`src/rtl/bcd_display_pkg.sv`:
```
// rtl/bcd_display_pkg.sv - shared types, sizes and segment encodings for bcd_display
package bcd_display_pkg;

    typedef enum logic [0:0] {
        IDLE = 1'b0,
        CONV = 1'b1
    } state_t;

    localparam int NUM_DIGITS     = 4;
    localparam int SCRATCH_DIGITS = 5;

    localparam logic [6:0] SEG_BLANK = 7'b1111111;
    localparam logic [6:0] SEG_DASH  = 7'b0111111;

    // Active-low {g,f,e,d,c,b,a}; entry i is the pattern for decimal digit i
    localparam logic [0:9][6:0] SEG_TABLE = {
        7'b1000000, 7'b1111001, 7'b0100100, 7'b0110000, 7'b0011001,
        7'b0010010, 7'b0000010, 7'b1111000, 7'b0000000, 7'b0010000
    };

endpackage

```
`src/rtl/bcd_display_if.sv`:
```
// rtl/bcd_display_if.sv - load handshake and display pins of bcd_display
interface bcd_display_if;
    logic [15:0] in;
    logic        load;
    logic        ready;
    logic        ovf;
    logic [3:0]  an;
    logic [6:0]  sseg;

    modport master (
        output in, load,
        input  ready, ovf, an, sseg
    );

    modport slave (
        input  in, load,
        output ready, ovf, an, sseg
    );
endinterface

```
`src/rtl/seg7_decode.sv`:
```
// rtl/seg7_decode.sv - 4-bit BCD digit to active-low 7-segment pattern, blank on 10-15
module seg7_decode
    import bcd_display_pkg::*;
(
    input  logic [3:0] digit,
    output logic [6:0] seg
);

    always_comb begin
        seg = SEG_BLANK;
        for (int i = 0; i < 10; i++) begin
            if (digit == 4'(i)) begin
                seg = SEG_TABLE[i];
            end
        end
    end

endmodule

```
`src/rtl/bcd_display.sv`:
```
// rtl/bcd_display.sv - double-dabble converter and 4-digit multiplexed display driver
// Optional build macro: LEADING_ZERO_BLANK_EN blanks leading zero digits 3..1.
module bcd_display
    import bcd_display_pkg::*;
#(
    parameter int CLK_DIV = 50000
)
(
    input  logic            clk,
    input  logic            rst,
    bcd_display_if.slave    bus
);

    localparam logic [0:0] ST_IDLE = 1'(IDLE);
    localparam logic [0:0] ST_CONV = 1'(CONV);

    localparam int SW = 4 * SCRATCH_DIGITS;
    localparam int DW = 4 * NUM_DIGITS;
    localparam int PW = (CLK_DIV > 2) ? $clog2(CLK_DIV) : 1;
    localparam logic [PW-1:0] PRESC_MAX = PW'(CLK_DIV - 1);

    logic [0:0]    state_q;
    logic [15:0]   shreg_q;
    logic [SW-1:0] scratch_q;
    logic [SW-1:0] scratch_adj;
    logic [SW-1:0] scratch_nx;
    logic [4:0]    cnt_q;
    logic          accept;
    logic          done;

    logic [DW-1:0] disp_q;
    logic [DW-1:0] disp_d;
    logic          ovf_q;
    logic          ovf_d;

    logic [PW-1:0] presc_q;
    logic          wrap;
    logic [1:0]    idx_q;
    logic [1:0]    idx_d;
    logic [3:0]    cur_digit;
    logic [6:0]    dec_seg;
    logic          lead_blank;
    logic [3:0]    an_q;
    logic [3:0]    an_d;
    logic [6:0]    sseg_q;
    logic [6:0]    sseg_d;

    // Double-dabble correction: every BCD nibble >= 5 gets +3 before the shift
    always_comb begin
        scratch_adj = '0;
        for (int i = 0; i < SCRATCH_DIGITS; i++) begin
            if (scratch_q[4*i +: 4] >= 4'd5) begin
                scratch_adj[4*i +: 4] = scratch_q[4*i +: 4] + 4'd3;
            end else begin
                scratch_adj[4*i +: 4] = scratch_q[4*i +: 4];
            end
        end
    end

    assign scratch_nx = {scratch_adj[SW-2:0], shreg_q[15]};
    assign accept     = (state_q == ST_IDLE) && bus.load;
    assign done       = (state_q == ST_CONV) && (cnt_q == 5'd15);

    assign disp_d = done ? scratch_nx[DW-1:0] : disp_q;
    assign ovf_d  = done ? (scratch_nx[SW-1:DW] != '0) : ovf_q;

    always_ff @(posedge clk) begin
        if (!rst) begin
            state_q   <= ST_IDLE;
            shreg_q   <= '0;
            scratch_q <= '0;
            cnt_q     <= '0;
            disp_q    <= '0;
            ovf_q     <= 1'b0;
        end else begin
            disp_q <= disp_d;
            ovf_q  <= ovf_d;
            if (accept) begin
                state_q   <= ST_CONV;
                shreg_q   <= bus.in;
                scratch_q <= '0;
                cnt_q     <= '0;
            end else if (state_q == ST_CONV) begin
                scratch_q <= scratch_nx;
                shreg_q   <= {shreg_q[14:0], 1'b0};
                cnt_q     <= cnt_q + 5'd1;
                if (done) begin
                    state_q <= ST_IDLE;
                end
            end
        end
    end

    // Scan outputs are registered from next-state values so they change
    // in the same cycle as the state they reflect, with no decode glitches.
    assign wrap      = (presc_q == PRESC_MAX);
    assign idx_d     = wrap ? idx_q + 2'd1 : idx_q;
    assign cur_digit = disp_d[{idx_d, 2'b00} +: 4];
    assign an_d      = ~(4'b0001 << idx_d);

    seg7_decode u_seg7_decode (
        .digit (cur_digit),
        .seg   (dec_seg)
    );

`ifdef LEADING_ZERO_BLANK_EN
    assign lead_blank = (idx_d != 2'd0) && ((disp_d >> {idx_d, 2'b00}) == '0);
`else
    assign lead_blank = 1'b0;
`endif

    always_comb begin
        sseg_d = dec_seg;
        if (ovf_d) begin
            sseg_d = SEG_DASH;
        end else if (lead_blank) begin
            sseg_d = SEG_BLANK;
        end
    end

    always_ff @(posedge clk) begin
        if (!rst) begin
            presc_q <= '0;
            idx_q   <= '0;
            an_q    <= 4'b1110;
            sseg_q  <= SEG_TABLE[0];
        end else begin
            presc_q <= wrap ? '0 : presc_q + PW'(1);
            idx_q   <= idx_d;
            an_q    <= an_d;
            sseg_q  <= sseg_d;
        end
    end

    assign bus.ready = (state_q == ST_IDLE);
    assign bus.ovf   = ovf_q;
    assign bus.an    = an_q;
    assign bus.sseg  = sseg_q;

endmodule

```
`src/flat_wrapper.sv`:
```
// flat-port wrapper written by rule: the top's interface ports become plain ports
module bcd_display_flat import bcd_display_pkg::*;
#(
    parameter int CLK_DIV = 50000
)
  (clk, rst, bus_in, bus_load, bus_ready, bus_ovf, bus_an, bus_sseg);
  bcd_display_if bus_i ();
  input  logic clk;
  input  logic rst;
  input wire logic [$bits(bus_i.in)-1:0] bus_in;
  input wire logic [$bits(bus_i.load)-1:0] bus_load;
  output wire logic [$bits(bus_i.ready)-1:0] bus_ready;
  output wire logic [$bits(bus_i.ovf)-1:0] bus_ovf;
  output wire logic [$bits(bus_i.an)-1:0] bus_an;
  output wire logic [$bits(bus_i.sseg)-1:0] bus_sseg;
  assign bus_i.in = bus_in;
  assign bus_i.load = bus_load;
  assign bus_ready = bus_i.ready;
  assign bus_ovf = bus_i.ovf;
  assign bus_an = bus_i.an;
  assign bus_sseg = bus_i.sseg;
  bcd_display #(.CLK_DIV(CLK_DIV)) u_core (.clk(clk), .rst(rst), .bus(bus_i));
endmodule
```
`config.mk`:
```
export PLATFORM = sky130hd
export DESIGN_NAME = bcd_display_flat
export DESIGN_NICKNAME = d
export VERILOG_FILES = /design/src/rtl/bcd_display_pkg.sv /design/src/rtl/bcd_display_if.sv /design/src/rtl/seg7_decode.sv /design/src/rtl/bcd_display.sv /design/src/flat_wrapper.sv
export SDC_FILE = /design/constraint.sdc
export NUM_CORES = 1
export LEC_CHECK = 0
export ABC_CLOCK_PERIOD_IN_PS = 2600
export BUFFER_PORTS_ARGS = -buffer_cell sky130_fd_sc_hd__buf_2
export CAP_MARGIN = 20
export CORE_MARGIN = 4
export CORE_UTILIZATION = 49
export CTS_BUF_LIST = sky130_fd_sc_hd__clkbuf_2 sky130_fd_sc_hd__clkbuf_4 sky130_fd_sc_hd__clkbuf_8
export CTS_CLUSTER_DIAMETER = 50
export CTS_CLUSTER_SIZE = 12
export DETAILED_ROUTE_END_ITERATION = 8
export GPL_ROUTABILITY_DRIVEN = 0
export PLACE_DENSITY = 0.69
export RECOVER_POWER = 25
export SLEW_MARGIN = 20
export SYNTH_ARGS = -nofsm -noshare
export SYNTH_HDL_FRONTEND = slang
export SYNTH_SLANG_ARGS = --single-unit
```
`constraint.sdc`:
```
create_clock -name clk -period 2.6 [get_ports clk]
set_input_delay 0.52 -clock clk [delete_from_list [all_inputs] [get_ports clk]]
set_output_delay 0.52 -clock clk [all_outputs]
set_load 0.03 [all_outputs]
```
Yosys cells after proc, flatten, opt, wreduce, memory -nomap -nowiden --
Cells that the tools add are included. W data, S select, Z words.
Word-level totals: bits in latches 0, bits in registers 88, memory bits (writable) 0, output and inout port bits 13, bits in read-only memories 0, memories 0, word-level logic and storage cells 70
Cells by class: $lt $le $gt $ge 5, multiply operators 0, reduce and logical (&&, ||, !) cells 7, bitwise gates (word level) 3, add/sub/neg operators 8, equality and inequality tests 11, div/mod/pow operators 0, shift operators 2, muxes and demuxes 24
Operator list (number):
- $mux W7 | 10
- $mux W16 | 3
- $ge A4 B3 Y1 const B | 5
- $add A16 B1 Y16 const B | 1
- $add A4 B2 Y4 const B | 4
- $eq A16 B16 Y1 const B | 1
- $eq A4 B3 Y1 const B | 4
- $mux W4 | 4
- $shiftx A16 B5 Y4 | 1
- $eq A4 B2 Y1 const B | 2
- $eq A4 B4 Y1 const B | 2
- $mux W6 | 1
- $add A5 B1 Y5 const B | 1
- $eq A5 B4 Y1 const B | 1
- $eq A4 B1 Y1 const B | 1
- $logic_not A4 Y1 | 1
- $mux W1 | 4
- $not A4 Y4 | 1
- $reduce_bool A4 Y1 | 1
- $reduce_or A2 Y1 | 2
- $shl A1 B2 Y4 const A | 1
- $add A3 B2 Y3 const B | 1
- $mux W3 | 1
- $add A2 B1 Y2 const B | 1
- 4 further kinds | 6

Depth between registers and ports, before layout --
Gate-level depths: netlist (run 1).
depth after elaboration 16, mapped depth 15, mapped depth without buffers 11

Hierarchy --
A second synthesis (run 1) with hierarchy kept.
Second synthesis, totals: cells, all modules 545, area total of the unflattened synthesis 4481.8 um^2
Modules (own cells, without submodules):
- bcd_display | area an instance 4332.9 um^2, cells an instance 521, seq. area each 1761.7 um^2, instances 1
- seg7_decode | area an instance 148.9 um^2, cells an instance 24, seq. area each 0.0 um^2, instances 1

Least setup slack after synthesis (run 1) --
Ideal clock, no wire load.
path kind reg-to-reg, from register u_core.cnt_q[0], to register u_core.sseg_q[0] (netlist: u_core.bus.sseg[0]), stages on the path, launching flop included 14, data required time 2.469 ns, path buffers 2, path slack -0.206 ns, clock period less this slack 2.806 ns, data arrival time 2.675 ns, cell sequence dfxtp_1 > ha_1 > and3_1 > ha_1 > buf_6 > and2_1 > buf_6 > and4_1 > nor4b_2 > a211oi_2 > nor3_4 > nor2_1 > a2111oi_0 > nor3_1
Between the ends: word-level cells in the longest chain between the ends 16, elaborated cells on any way between the ends 26, those cells by class 10 x eq/ne; 1 x shift; 13 x mux; 2 x reduce/logical
RTL lines:
- start: declaration | RTL line bcd_display.sv:27 | logic [4:0] cnt_q;
- start signal: assignment | RTL line bcd_display.sv:86 | cnt_q <= cnt_q + 5'd1;
- $eq A5 B4 Y1 (*) | RTL line bcd_display.sv:62 | assign done = (state_q == ST_CONV) && (cnt_q == 5'd15);
- $logic_and A1 B1 Y1 (*) | RTL line bcd_display.sv:62
- $mux W16 | RTL line bcd_display.sv:64 | assign disp_d = done ? scratch_nx[DW-1:0] : disp_q;
- $shiftx A16 B5 Y4 | RTL line bcd_display.sv:98 | assign cur_digit = disp_d[{idx_d, 2'b00} +: 4];
- $logic_not A4 Y1 | RTL line seg7_decode.sv:12 | if (digit == 4'(i)) begin
- $mux W6 | RTL line seg7_decode.sv:12
- $mux W7 (9 in a row) | RTL line seg7_decode.sv:12
- $mux W7 (*) | RTL line bcd_display.sv:114 | if (ovf_d) begin
- end signal: assignment | RTL line bcd_display.sv:126 | sseg_q <= SEG_TABLE[0];
- end signal: assignment | RTL line bcd_display.sv:131 | sseg_q <= sseg_d;
- end: declaration | RTL line bcd_display.sv:45 | logic [6:0] sseg_q;
Every way passes the cells marked *; elsewhere a longest branch is shown, timed or not. A chain may end at the register's enable or synchronous reset.

Final worst setup path (run 1) --
from register u_core.cnt_q[1], to register u_core.sseg_q[3] (netlist: u_core.bus.sseg[3])
The elaborated chain is that of the path after synthesis.

==> results.toml, run 1 <==
[timing]
slew_headroom_pct = 64.35
setup_viol = 5
period_share_pct = 102.0
rsz0062_at_grt = "yes"
worst_slew_pin_slew_ns = 0.5348
maxSlewViolCount = 0
timing.final.ws_setup_ns = -0.05255
clock.fmax_mhz = 377.0
clock_skew_ns = 0.01259
period_minus_slack_ns = 2.653
finalHoldViolCount = 0
fin_tns_setup_ns = -0.09119

[drt]
met3_length_um = 344
drt-wirelength-per-cell_um = 14.80
drc = 0
wl_met2_um = 5309
drt_iter0_markers = 193
route.top_layer_used = "met4"
viasPerCell = 5.559
vias = 3980
drtPass1Iterations = 4
routed_wl_um = 10600
antenna_left = 0
met1_length_um = 4752

[layout]
mostFrequentLayoutCells = "nor2_1 (89), dfxtp_1 (86), a21oi_1 (49), buf_4 (48), nand2_1 (37)"
drive_above_1_share_pct = 25.00
antenna_cells = 0
area_growth_syn_to_layout_pct = 21.92
final_area_um2 = 5527
nets = 635
fin_cells = 716
final_common_cell = "nor2_1"

[status]
violations = "negative setup slack"
outcome = "finished with violations"

[synthesis]
ys.flop_type = "dfxtp_1"
synth_nets = 575
synth_cell_types = 66
syn_avg_cell_area_um2 = 8.348
synth_seq_cells = 88
ys_warn_count = 0
synth-edff-count = 0
ys_async_sr_fraction_pct = 0
ys_seq_area_share_pct = 38.86
netlist_instances = 543
synth_area_um2 = 4533

[worst_setup_path]
start_kind = "flip-flop"
crit_path_end_kind = "flip-flop"
crit_type = "reg2reg"
required_ns = 2.86
worstPathMaxFanout = 6
crit_arrival_ns = 2.91

[cts]
cts_sinks = 88
clock_path_buffers = 2
cts_tree = "done"
clockRootBuffer = "clkbuf_8"
clk_pin_slew_ns = 0.10
cts_max_level = 3
clock_latency_ns = 0.36
cts_buffers = 9

[power_and_ir_drop]
p_leak_nw = 2.109
fin_total_pwr_mw = 2.594
irDropWorstVdd_mv = 0.2851
power_density_nw_per_um2 = 469.3

[floorplanning]
initial_core_util_pct = 51.23
die_h_um = 104.2
dieWidth_um = 104.2
dieArea_um2 = 10850
io_pins = 32
fp-row-count = 34
core_um2 = 8848

[global_route]
antenna_found_initial = 0
grt.overflow.total = 0
track_usage_pct = 19.28
grt_max_degree = 55
grt_pass1_vias = 3747
grt_pass1_wl_um = 17390

[placement]
pre_cts_ws_ns = -0.1891
dp.cells = 690
placed_area_um2 = 5047
io_buffers = 31
place_hpwl_um = 7161

[min_path]
hp-class = "in2reg"

[job]
drv_cap = 0
-- worst max-delay path: stages, from the launching register on --
cell and delay, ns:
dfxtp_2 0.34, ha_4 0.15, and3_4 0.18, ha_4 0.17
buf_12 0.13, and2_4 0.18, a31o_4 0.23, nor3_4 0.14
a211oi_2 0.12, nor3_4 0.35, nand2b_4 0.11, a32o_1 0.22
o31a_1 0.23
-- Yosys cell counts (3+ instances only) --
master     instances  area share [%]
a2111oi_0          6             1.2
a211oi_1          13             2.2
a21boi_0           4            0.66
a21oi_1           53             5.9
a31o_2             3            0.58
a31oi_1            6            0.83
and2_1             8             1.1
and3_1             6            0.83
and4_1             4            0.77
buf_2              6            0.66
buf_6              4            0.99
clkbuf_1          21             1.7
clkbuf_8           3            0.91
dfxtp_1           88              39
ha_1              13             3.6
inv_1             16             1.3
mux2i_1           24             5.3
nand2_1           39             3.2
nand2b_1           7            0.97
nand3_1           14             1.5
nand4_1            3            0.41
nor2_1            89             7.4
nor2b_1            4            0.55
nor3_1            12             1.3
o21a_1             3            0.50
o21ai_0           24             2.6
o31ai_1            3            0.50
or2_2              3            0.41
or3_1              4            0.55
xnor2_1           12             2.3
xor2_1             9             1.7
-- where the power goes --
part	internal [mW]	switching, mW	leakage [nW]	total [mW]
sequential	1.38	0.0213	0.714	1.40
clock	0.461	0.510	0.0967	0.971
combinational	0.0914	0.134	1.30	0.226
total	1.93	0.666	2.11	2.59
-- state kept, by name, summed over array words and instances, names as in the netlist --
name and count:
u_core.bus.ovf 1, u_core.shreg_q 16, u_core.scratch_q 20, u_core.state_q 1, u_core.disp_q 16, u_core.presc_q 16, u_core.idx_q 2, u_core.cnt_q 5
u_core.bus.sseg 7, u_core.bus.an 4
-- worst paths after layout --
check | startpoint | endpoint | slack (ns) | depth (start not counted)
min reg2reg | u_core.shreg_q[1] | u_core.shreg_q[2] | 0.49 | 2
min | bus_in[0] | u_core.shreg_q[0] | 0.49 | 3
max reg2reg | u_core.cnt_q[1] | u_core.bus.sseg[3] | -0.05 | 12
max | u_core.cnt_q[1] | u_core.bus.sseg[3] | -0.05 | 12
-- cells by family (layout without fill, tap and decap cells) --
logic type	count (synthesis)	count (layout)	synth area share, %
flops	88	88	38.86
mux	25	25	5.548
xor+xnor	22	22	4.416
buf+inv	53	116	5.879
compound gates	128	128	17.36
fa+ha+maj	13	13	3.588
simple gates	214	216	24.34
-- what timing repair did --
action	in CTS	in global routing
resized for setup	12	32
hold buffers	0	0
buffers inserted	4	3
pin swaps	7	17
endpoints found under the setup margin	7	7
gates cloned	3	0
-- routing by layer --
metal / up-vias / GRT usage (%)
li1: 2014 / -
met1: 1893 / 23.41
met2: 59 / 34.49
met3: 14 / 3.290
met4: 0 / 6.268
met5: - / 0
-- layout make-up --
type | instances | area (um2)
clock buffers | 10 | 131.4
clock inverters | 6 | 67.56
fillers | 765 | 3322
inverters | 17 | 63.81
multi-input cells | 404 | 2781
flip-flops and latches | 88 | 1764
well taps | 108 | 135.1
repair buffers | 83 | 583.1
-- metrics by stage --
| step | util, % | hold slack, ns |
|---|---|---|
| after floorplan | - | 0.4300 |
| after global placement | 57.04 | 0.4658 |
| after detailed placement | 57.04 | 0.4756 |
| after CTS | 60.79 | 0.4785 |
| after global routing | 62.46 | 0.5066 |
| final | 62.46 | 0.4901 |
No activity file was read; power rests on OpenSTA's default activity.
==> run 2, diff against run 1 <==
- CTS_BUF_LIST: sky130_fd_sc_hd__clkbuf_2 sky130_fd_sc_hd__clkbuf_4 sky130_fd_sc_hd__clkbuf_8 -> sky130_fd_sc_hd__clkbuf_8
- RECOVER_POWER: 25 -> unset
==> results.toml, run 2 (same netlist as run 1, synthesis figures left out) <==
[global_route]
grt_pass1_vias = 3733
grt_max_degree = 55
grt.overflow.total = 0
antenna_found_initial = 0
grt_pass1_wl_um = 17390
track_usage_pct = 19.28

[worst_setup_path]
worstPathMaxFanout = 6
start_kind = "flip-flop"
crit_arrival_ns = 2.92
reg2reg_depth = 12
required_ns = 2.86
crit_type = "reg2reg"
crit_path_end_kind = "flip-flop"

[timing]
worst_slew_pin_slew_ns = 0.5335
period_minus_slack_ns = 2.664
finalHoldViolCount = 0
clock.fmax_mhz = 375.3
maxSlewViolCount = 0
timing.final.ws_setup_ns = -0.06422
clock_skew_ns = 0.01266
setup_viol = 4
rsz0062_at_grt = "yes"
whs_ns = 0.4890
slew_headroom_pct = 64.43
period_share_pct = 102.5

[drt]
vias = 3978
antenna_left = 0
drt-wirelength-per-cell_um = 14.85
viasPerCell = 5.556
drt_iter0_markers = 209
drc = 0
drtPass1Iterations = 4
routed_wl_um = 10630

[cts]
clk_pin_slew_ns = 0.10
cts_buffers = 9
clockRootBuffer = "clkbuf_8"
cts_max_level = 3
ctsHoldBuffers = 0
clock_latency_ns = 0.36
clock_path_buffers = 2
cts_sinks = 88
cts_tree = "done"

[status]
violations = "negative setup slack"
outcome = "finished with violations"

[layout]
mostFrequentLayoutCells = "nor2_1 (89), dfxtp_1 (85), a21oi_1 (49), buf_4 (49), nand2_1 (38)"
final.fill_count = 757
drive_above_1_share_pct = 25.82
final_common_cell = "nor2_1"
regMostFlops = "u_core.scratch_q"
largest_register_ffs = 20
area_growth_syn_to_layout_pct = 22.16
nets = 635
antenna_cells = 0

[placement]
place_hpwl_um = 7161
io_buffers = 31

[min_path]
hold_path_depth = 2
hp-class = "reg2reg"

[floorplanning]
dieArea_um2 = 10850
fp-row-count = 34
initial_core_util_pct = 51.23
die_h_um = 104.2
io_pins = 32
dieWidth_um = 104.2
core_um2 = 8848

[job]
drv_cap = 0

[power_and_ir_drop]
power_density_nw_per_um2 = 466.2
p_leak_nw = 2.133
fin_total_pwr_mw = 2.582
irDropWorstVdd_mv = 0.3631
-- run 2: cell count changes in the layout (fill, tap and decap cells not counted), sizes merged --
cell | previous run | this run
inv | 18 | 19
buf | 76 | 82
clkbuf | 16 | 9
-- run 2: critical path, cell delays in order, from the launching register on --
cell,delay [ns]
dfxtp_2,0.34
ha_4,0.15
and3_4,0.18
ha_4,0.18
buf_12,0.13
and2_4,0.18
a31o_4,0.23
nor3_4,0.14
a211oi_2,0.12
nor3_4,0.36
nand2b_4,0.11
a32o_1,0.22
o31a_1,0.23
-- run 2: per-layer routing --
metal / routed length, um / vias to the layer above / share of wire (%) / GRT usage (%)
met2: 5347 / 54 / 50 / 34.17
met1: 4776 / 1897 / 45 / 23.50
met4: 163 / 0 / 1.5 / 5.223
met5: 0 / - / 0 / 0
li1: - / 2012 / - / -
met3: 347 / 15 / 3.3 / 4.283
-- run 2: cell type report --
| type | instances | area (um2) | area share (%) |
|---|---|---|---|
| multi-input cells | 404 | 2791 | 50.41 |
| clock inverters | 7 | 71.32 | 1.288 |
| clock buffers | 9 | 123.9 | 2.237 |
| repair buffers | 83 | 586.8 | 10.60 |
| flip-flops and latches | 88 | 1765 | 31.88 |
| inverters | 17 | 63.81 | 1.152 |
| well taps | 108 | 135.1 | 2.440 |
-- run 2: path summary, 6_finish.rpt --
| check | slack (ns) | from | endpoint |
|---|---|---|---|
| min | 0.49 | u_core.shreg_q[1] | u_core.shreg_q[2] |
| min reg2reg | 0.49 | u_core.shreg_q[1] | u_core.shreg_q[2] |
| max reg2reg | -0.06 | u_core.cnt_q[1] | u_core.bus.sseg[3] |
| max | -0.06 | u_core.cnt_q[1] | u_core.bus.sseg[3] |
-- run 2: what timing repair did --
| item | in CTS | in global routing |
|---|---|---|
| endpoints found under the setup margin | 7 | 7 |
| hold endpoints to repair | 0 | 0 |
| gates cloned | 3 | 0 |
| resized for setup | 15 | 27 |
| pin swaps | 8 | 14 |
| buffers inserted | 4 | 3 |
-- run 2: metrics by stage --
step | setup TNS (ns) | utilization, % | instance area [um2] | worst slack (ns) | cells
after floorplan | -0.06459 | - | 4626 | -0.03279 | 543
after global routing | -0.8335 | 62.58 | 5538 | -0.1869 | 716
final | -0.1589 | 62.58 | 5538 | -0.06422 | 716
after detailed placement | -0.8939 | 57.04 | 5047 | -0.1891 | 690
after CTS | -0.02202 | 60.92 | 5390 | -0.01351 | 713
after global placement | -0.4942 | 57.04 | 5047 | -0.1402 | 690
-- run 2: where the power goes --
group | internal (mW) | switching (mW)
Clock | 0.446 | 0.511
Combinational | 0.0918 | 0.134
Sequential | 1.38 | 0.0218
Total | 1.91 | 0.668
